==> src/rtl/valid_ready_fifo.sv <==
// valid_ready_fifo: first-word-fall-through FIFO with valid/ready handshakes
// on both sides. Buffers WIDTH-bit results from the gate datapath so the
// downstream consumer can stall without losing data. Flags depend only on
// registered state, so there are no combinational paths through the FIFO.
module valid_ready_fifo #(
    parameter  int WIDTH = 64,
    parameter  int DEPTH = 4,
    localparam int CW    = $clog2(DEPTH + 1)
) (
    input  logic             clk,
    input  logic             rst_n,
    input  logic             flush,
    input  logic             in_valid,
    input  logic [WIDTH-1:0] in_data,
    output logic             in_ready,
    output logic             out_valid,
    output logic [WIDTH-1:0] out_data,
    input  logic             out_ready,
    output logic [CW-1:0]    count
);

    localparam int PW = (DEPTH > 1) ? $clog2(DEPTH) : 1;

    // Refuse to elaborate with a depth the pointer arithmetic cannot wrap.
    generate
        if (DEPTH < 2 || (DEPTH & (DEPTH - 1)) != 0) begin : g_bad_depth
            $error("valid_ready_fifo: DEPTH must be a power of two and >= 2");
        end
    endgenerate

    logic [WIDTH-1:0] mem_q [DEPTH];
    logic [PW-1:0]    wr_ptr_q, wr_ptr_d;
    logic [PW-1:0]    rd_ptr_q, rd_ptr_d;
    logic [CW-1:0]    count_q,  count_d;
    logic             push, pop;
    logic [DEPTH-1:0] wr_sel;

    // Flags come straight from the stored count.
    assign in_ready  = (count_q != CW'(DEPTH));
    assign out_valid = (count_q != '0);
    assign count     = count_q;
    assign out_data  = mem_q[rd_ptr_q];

    // A flush on the same edge discards any handshake.
    assign push = in_valid  && in_ready  && !flush;
    assign pop  = out_valid && out_ready && !flush;

    // One-hot write select: the entry addressed by the write pointer.
    genvar gi;
    generate
        for (gi = 0; gi < DEPTH; gi++) begin : g_wr_sel
            assign wr_sel[gi] = push && (wr_ptr_q == PW'(gi));
        end
    endgenerate

    // Next-state for pointers and occupancy.
    always_comb begin
        wr_ptr_d = wr_ptr_q;
        rd_ptr_d = rd_ptr_q;
        count_d  = count_q;
        if (flush) begin
            wr_ptr_d = '0;
            rd_ptr_d = '0;
            count_d  = '0;
        end else begin
            if (push) wr_ptr_d = wr_ptr_q + PW'(1);
            if (pop)  rd_ptr_d = rd_ptr_q + PW'(1);
            if (push && !pop)      count_d = count_q + CW'(1);
            else if (pop && !push) count_d = count_q - CW'(1);
        end
    end

    // Pointer and count registers; reset clears them immediately.
    always_ff @(posedge clk or negedge rst_n) begin
        if (!rst_n) begin
            wr_ptr_q <= '0;
            rd_ptr_q <= '0;
            count_q  <= '0;
        end else begin
            wr_ptr_q <= wr_ptr_d;
            rd_ptr_q <= rd_ptr_d;
            count_q  <= count_d;
        end
    end

    // Storage: cleared by reset so out_data reads zero afterwards; flush
    // leaves contents untouched.
    always_ff @(posedge clk or negedge rst_n) begin
        if (!rst_n) begin
            for (int i = 0; i < DEPTH; i++) mem_q[i] <= '0;
        end else begin
            for (int i = 0; i < DEPTH; i++) begin
                if (wr_sel[i]) mem_q[i] <= in_data;
            end
        end
    end

endmodule

==> config.mk <==
export PLATFORM = sky130hd
export DESIGN_NAME = valid_ready_fifo
export DESIGN_NICKNAME = d
export VERILOG_FILES = /design/src/rtl/valid_ready_fifo.sv
export SDC_FILE = /design/constraint.sdc
export NUM_CORES = 1
export LEC_CHECK = 0
export BUFFER_PORTS_ARGS = -buffer_cell sky130_fd_sc_hd__buf_2
export CAP_MARGIN = 10
export CORE_UTILIZATION = 45
export CTS_BUF_LIST = sky130_fd_sc_hd__clkbuf_4 sky130_fd_sc_hd__clkbuf_8
export CTS_CLUSTER_DIAMETER = 100
export DETAILED_ROUTE_END_ITERATION = 7
export HOLD_SLACK_MARGIN = 0.12
export PLACE_DENSITY = 0.67
export SETUP_SLACK_MARGIN = 0.5
export SLEW_MARGIN = 20
export SYNTH_ARGS = -nofsm -noshare
export SYNTH_HDL_FRONTEND = slang
export SYNTH_SLANG_ARGS = --single-unit
==> constraint.sdc <==
create_clock -name clk -period 5.9 [get_ports clk]
set_clock_uncertainty 0.05 [all_clocks]
set_input_delay 1.18 -clock clk [delete_from_list [all_inputs] [get_ports clk]]
set_output_delay 1.18 -clock clk [all_outputs]
set_load 0.02 [all_outputs]
# Yosys cells after proc, flatten, opt, wreduce, memory -nomap -nowiden

Cells that the tools add are included.

Bits of input ports: 69
Register bits: 263
Logic and storage cells: 45

Magnitude comparators: 1
Bitwise gates (word level): 1
Reductions and logical operators: 18
Eq/ne operators: 4
Add/sub/neg operators: 4
Multiplexer cells: 10

Operators by type and width:

| operator                                            | number |
|---|---|
| binary-select mux 64 bit (select 2 bit)             | 1 |
| two-way mux 64 bit                                  | 2 |
| logical AND 1 bit                                   | 10 |
| two-way mux 3 bit                                   | 3 |
| two-way mux 2 bit                                   | 4 |
| nonzero test 3 bit                                  | 2 |
| adder 2 x 1 -> 2 bit, second input constant         | 2 |
| equality test 2 bit, second input constant          | 2 |
| nonzero test 2 bit                                  | 2 |
| adder 3 x 1 -> 3 bit, second input constant         | 1 |
| >= comparator 3 bit, second input constant          | 1 |
| zero test 1 bit                                     | 3 |
| != test 3 bit, second input constant                | 1 |
| inverter 2 -> 3 bit                                 | 1 |
| subtractor 3 x 1 -> 3 bit, second input constant    | 1 |
| equality test 2 x 1 -> 1 bit, second input constant | 1 |
| zero test 2 bit                                     | 1 |

# Longest topological paths before layout

Gate-level depths: netlist of the first run.

Depth after elaboration: 8
Gate-level depth with buffers: 8

# Worst setup path after synthesis of the first run

Ideal clock, no wire load.

Path type: input-to-reg
From: input in_valid
To: register count_q[2] (netlist: count[2])
Path buffers: 2
Arrival time: 2.686 ns
Setup time: 0.144 ns
Stages on the path: 8
Slack: 3.020 ns
Cell sequence: buf_4 > nor2b_4 > buf_6 > and3_2 > fa_1 > and3b_1 > a311oi_1 > a211oi_1

Longest elaborated chain between the ends: 5
Elaborated cells between the ends (all ways): 8
Classes of those cells: mux (2); reduce/logical (6)

Ends and longest elaborated chain:

| element                                                        | line   | text |
|---|---|---|
| start, declared                                                | 13     | `input logic in_valid,` |
| logical AND 1 bit * (2 in a row)                               | 45     | `assign push = in_valid && in_ready && !flush;` |
| logical AND 1 bit / zero test 1 bit (equally long branches)    | 68, 69 |  |
| two-way mux 3 bit / logical AND 1 bit (equally long branches)  | 68, 69 |  |
| two-way mux 3 bit / nonzero test 3 bit (equally long branches) | n/a    |  |
| end signal, assigned                                           | 82     | `count_q <= count_d;` |
| end, declared                                                  | 34     | `logic [CW-1:0] count_q, count_d;` |

Mark *: on every way between the ends. The rest lies on a longest branch, timed or not.
A chain may end at the register's enable or synchronous reset.

# Worst setup path in the final report of the first run

From: register rd_ptr_q[1]
To: output out_data[1]

Longest elaborated chain between the ends: 4

Ends and longest elaborated chain:

| element                                               | line | text |
|---|---|---|
| start, declared                                       | 33   | `logic [PW-1:0] rd_ptr_q, rd_ptr_d;` |
| start signal, assigned                                | 81   | `rd_ptr_q <= rd_ptr_d;` |
| inverter 2 -> 3 bit (implied by the code)             | 42   | `assign out_data = mem_q[rd_ptr_q];` |
| binary-select mux 64 bit (select 2 bit)               | 42   |  |
| two-way mux 64 bit (implied by the code) (2 in a row) | 42   |  |
| end, declared                                         | 17   | `output logic [WIDTH-1:0] out_data,` |

No other way between the ends. The select of a mux whose other input is x is not followed.

==> flow_summary.ini, run 1 <==
[global_route]
grt_start_max_net_pins = 124
grt_usage_pct = 18.1
gr-total-overflow = 0
grt_pass1_wl_um = 37800
antenna_found_initial = 1
grt_pass1_vias = 6984

[routing]
wl_per_cell_um = 19.9
drtAntennaViolNets = 0
viasPerCell = 5.38
dr_total_vias = 6397
drc_errors = 0
drt-initial-drc-count = 245
first_pass_iters = 4
routed_wl_um = 23600

[cts]
clk_pin_slew_ps = 60
clockBufferDepth = 3
clkLatencyLatePin_ps = 530
cts.sinks = 263
cts_tree = yes
post_cts_buffers = 0
ctsResizeCount = 0
root_buffer = clkbuf_8
hold_buffers = 0
numCtsBuffers = 46
cts_max_level = 2

[placement]
io_buffers = 137
post_dp_cell_area_um2 = 12700
hpwl_um = 13800
globalplace.congestion = 0.734
place_ws_ps = 2380

[finish]
stdcell_area_um2 = 13600
final_common_cell = dfrtp_1
drive_above_1_share_pct = 64.0
fin_nets = 902
layout_common_cells = 261 x dfrtp_1, 191 x mux2_2, 136 x buf_2
syn_to_final_growth_pct = 14.1

[synth]
synth_area_leaders = dfrtp_1 55%, mux2_2 18%, mux4_2 12%, mux2_4 7.5%, buf_6 1.8%
synth-edff-count = 0
synth_seq_area_share_pct = 55.0
yosys.area.top_type = dfrtp_1
synthesis.area_um2 = 12000
yosys_warnings = 0
async_flop_share_pct = 100
ys.flop_type = dfrtp_1
yosysUniqueCellTypes = 38
synth.avg_cell_area_um2 = 17.6
yosysTopAreaCellShare_pct = 55.0
netlist_instances = 678
synth-seq-cells = 263
synth.net_count = 752

[power]
vdd_drop_max_mv = 0.297
power_mw = 7.49
power_density_nw_per_um2 = 549
p_leak_nw = 6.46

[floorplanning]
die_w_um = 165
io_pins = 138
core_um2 = 26100
initial_core_util_pct = 45.9
fp.dieArea_um2 = 27200
die_y_um = 165
rows = 59

[sta]
hold_viol = 0
slew_viol_final = 0
fin_crit_sh_pct = 68.1
grt_setup_unrepaired = false
fmax_mhz = 249
setup_ws_ps = 1880
fin_setup_tns_ps = 0
worst_slew_pin_slew_ps = 1090
setup_viol = 0
slew_headroom_pct = 27.1
post-route-min-period_ps = 4020

[critical_path]
crit_fanout = 38
endpoint_kind = output pin
start_kind = flop
critPathRequiredTime_ps = 4670
crit_type = flop to output pin
critPathArrivalTime_ps = 2790

[outcome]
status = completed

[job]
drv_cap = 0

[min_path]
holdCritPathClass = flop to flop
## metrics by stage
| stage | hold slack, ps | instances | utilization [%] |
|---|---|---|---|
| final | 439 | 1189 | 52.4 |
| after floorplan | 409 | 678 | - |
| after global placement | 419 | 1115 | 48.9 |
| after detailed placement | 431 | 1115 | 48.9 |
| after CTS | 444 | 1188 | 52.3 |
| after global routing | 457 | 1189 | 52.4 |
## power by group
group / internal (mW) / switching, mW / total [mW]
registers: 2.59 / 0.486 / 3.08
logic: 1.58 / 1.21 / 2.79
clock network: 0.931 / 0.691 / 1.62
## cell type report
cell class | count | area, um^2
Sequential cell | 263 | 6590
Clock buffer | 71 | 877
Clock inverter | 2 | 12.5
Inverter | 8 | 32.5
Multi-Input combinational cell | 363 | 4940
Timing Repair Buffer | 146 | 776
Tap cell | 335 | 419
Antenna cell | 1 | 2.50
Fill cell | 2167 | 12400
## kinds of logic after synthesis
family	share of synthesized area, %
AND/OR/NAND/NOR	1.36
flip-flops	55.0
buffers and inverters	3.69
multiplexers	38.2
XOR/XNOR	0.147
AO/OA/AOI/OAI	0.963
adder cells (fa/ha/maj)	0.586
## sequential cells by signal, indices dropped and copies added, names as in the netlist
register and count:
count 3, mem_q 256, rd_ptr_q 2, wr_ptr_q 2
## critical path, stage by stage (launching register included)
cell and delay (ps):
dfrtp_2 1070, buf_4 550, mux4_2 400, buf_2 180
## synthesized netlist by cell type (all sizes together) (2+ instances only)
master / n
a21oi: 2
buf: 41
clkbuf: 3
dfrtp: 263
ha: 4
inv: 8
mux2: 257
mux4: 64
nand3: 6
nor2: 7
o21ai: 3
o31ai: 2
xor2: 2
## per-layer routing
layer | GRT usage [%] | share of wire, % | up-vias | wire length, um
met5 | 0 | 0 | - | 0
met4 | 5.25 | 2.1 | 0 | 486
met3 | 4.32 | 4.7 | 41 | 1120
met2 | 28.6 | 47 | 120 | 11200
met1 | 24.7 | 46 | 3396 | 10800
li1 | - | - | 2840 | -
## path summary, 6_finish.rpt
path                                  start     endpoint  slack (ps)  cells past startpoint
worst max-delay path            rd_ptr_q[1]  out_data[1]        1880                      3
worst min-delay path               mem_q[5]     mem_q[5]         440                      1
worst max register to register     count[0]   mem_q[218]        3150                      5
worst min register to register     mem_q[5]     mem_q[5]         440                      1
max in group asynchronous             rst_n  rd_ptr_q[0]        3960                      2
min in group asynchronous             rst_n    mem_q[87]         610                      1
Power figures use the tool's default switching activity.
==> run 2, diff against run 1 <==
- clock period: 5.9 -> 3.95 ns (I/O delays scaled with it)
==> run 2 against run 1 <==
  * Non-clock buffer count is 6 higher
  * Cell count is 1.0% higher
  * Sequential power is 47% higher
  * Critical path type unchanged
  * Clock power is 53% higher
  * Critical path depth stayed put
  * Flip-flop and latch count stayed put
  * Largest power group unchanged
  * Utilization is 0.44 points higher
==> flow_summary.ini, run 2 (synthesis gave the netlist of run 1 again) <==
[finish]
multi_input_area_um2 = 4940
syn_to_final_growth_pct = 15.0
fin_nets = 909
register_area_um2 = 6590
stdcell_area_um2 = 13800
drive_above_1_share_pct = 64.5
fillers = 2202
largest_reg_flops = 256
final_common_cell = dfrtp_1
layout_common_cells = 261 x dfrtp_1, 191 x mux2_2, 136 x buf_2
top_register = mem_q

[floorplanning]
die_y_um = 165
die_w_um = 165
rows = 59
fp.dieArea_um2 = 27200
io_pins = 138
core_um2 = 26100
initial_core_util_pct = 45.9

[critical_path]
crit_type = flop to output pin
critPathRequiredTime_ps = 3110
critPathArrivalTime_ps = 2340
critical_path.top_delay_family = flip-flops
cp_cell_sequence = buf_4 > mux4_2 > buf_2
r2r_slack_ps = 1410
path_buf_inv = 2
start_kind = flop
slowest_stage = dfrtp_4
crit_fanout = 22
endpoint_kind = output pin
max_stage_delay_ps = 720

[routing]
drc_errors = 0
first_pass_iters = 4
routed_wl_um = 23300
wl_per_cell_um = 19.4
drtAntennaViolNets = 0
drt-initial-drc-count = 277
dr_total_vias = 6393
viasPerCell = 5.32

[cts]
cts_max_level = 2
hold_buffers = 0
clkLatencyLatePin_ps = 550
clockBufferDepth = 3
ctsResizeCount = 0
cts_tree = yes
root_buffer = clkbuf_8
post_cts_buffers = 0
numCtsBuffers = 47
clk_pin_slew_ps = 60
cts.sinks = 263

[placement]
globalplace.congestion = 0.719
post_dp_cell_area_um2 = 12800
hpwl_um = 14200
io_buffers = 137

[sta]
fmax_mhz = 315
post-route-min-period_ps = 3180
grt_setup_unrepaired = false
worst_slew_pin_slew_ps = 912
slew_viol_final = 0
slew_headroom_pct = 39.2
fin_setup_tns_ps = 0
fin_crit_sh_pct = 80.5
hold_viol = 0
setup_viol = 0

[power]
power_density_nw_per_um2 = 821
net-switching-power_mw = 3.64
vdd_drop_max_mv = 0.545
pwr-share-comb_pct = 37.8
p_leak_nw = 6.53
p_seq_share_pct = 40.2
switching_share_pct = 32.2
p_int_mw = 7.65
clkPwrFrac_pct = 22.0

[global_route]
grt_usage_pct = 17.9
grt_pass1_vias = 6883
gr-total-overflow = 0
grt_start_max_net_pins = 117
antenna_found_initial = 0
grt_pass1_wl_um = 37400

[outcome]
status = completed

[min_path]
holdCritPathClass = input pin to async pin

[job]
drv_cap = 0
-- run 2: area by class of cell --
class	instances	share of cell area, %
sequential	263	47.9
multi-input combinational	363	35.9
clock buffer	69	6.27
timing repair buffer	152	6.24
tap	335	3.05
clock inverter	10	0.428
inverter	8	0.236
antenna	1	0.0182
-- run 2: path summary, 6_finish.rpt --
kind                                end         from  cells after the start
hold reg to reg                mem_q[6]     mem_q[6]                      1
min in group clk               mem_q[6]     mem_q[6]                      1
setup / recovery           out_data[54]  rd_ptr_q[0]                      3
hold / removal               mem_q[215]        rst_n                      1
setup reg to reg             mem_q[124]     count[1]                      5
max in group asynchronous    mem_q[202]        rst_n                      2
-- run 2: stage by stage --
stage          hold slack, ps  setup WS [ps]  util (%)  std cells  total power, mW
6_report                  293            771      52.8       1201             11.3
5_1_grt                   372            603      52.8       1200             12.0
4_1_cts                   315            660      52.8       1200             11.5
3_5_place_dp              434           1060      49.2       1121             8.92
3_3_place_gp              427           1100      49.2       1121             8.80
2_1_floorplan             409           1460         -        678             7.71
-- run 2: layer usage --
| metal | track usage [%] | routed length, um |
|---|---|---|
| met2 | 27.7 | 11000 |
| met1 | 25.2 | 10800 |
| met4 | 5.67 | 384 |
| met5 | 0 | 0 |
| met3 | 3.92 | 1120 |
-- run 2: power by group through the flow --
stage / combinational (mW) / clock, mW / sequential [mW]
2_1_floorplan: 3.43 / 0 / 4.29
4_1_cts: 4.35 / 2.57 / 4.55
5_1_grt: 4.58 / 2.68 / 4.71
3_5_place_dp: 4.35 / 0 / 4.58
6_report: 4.27 / 2.48 / 4.54
3_3_place_gp: 4.25 / 0 / 4.54
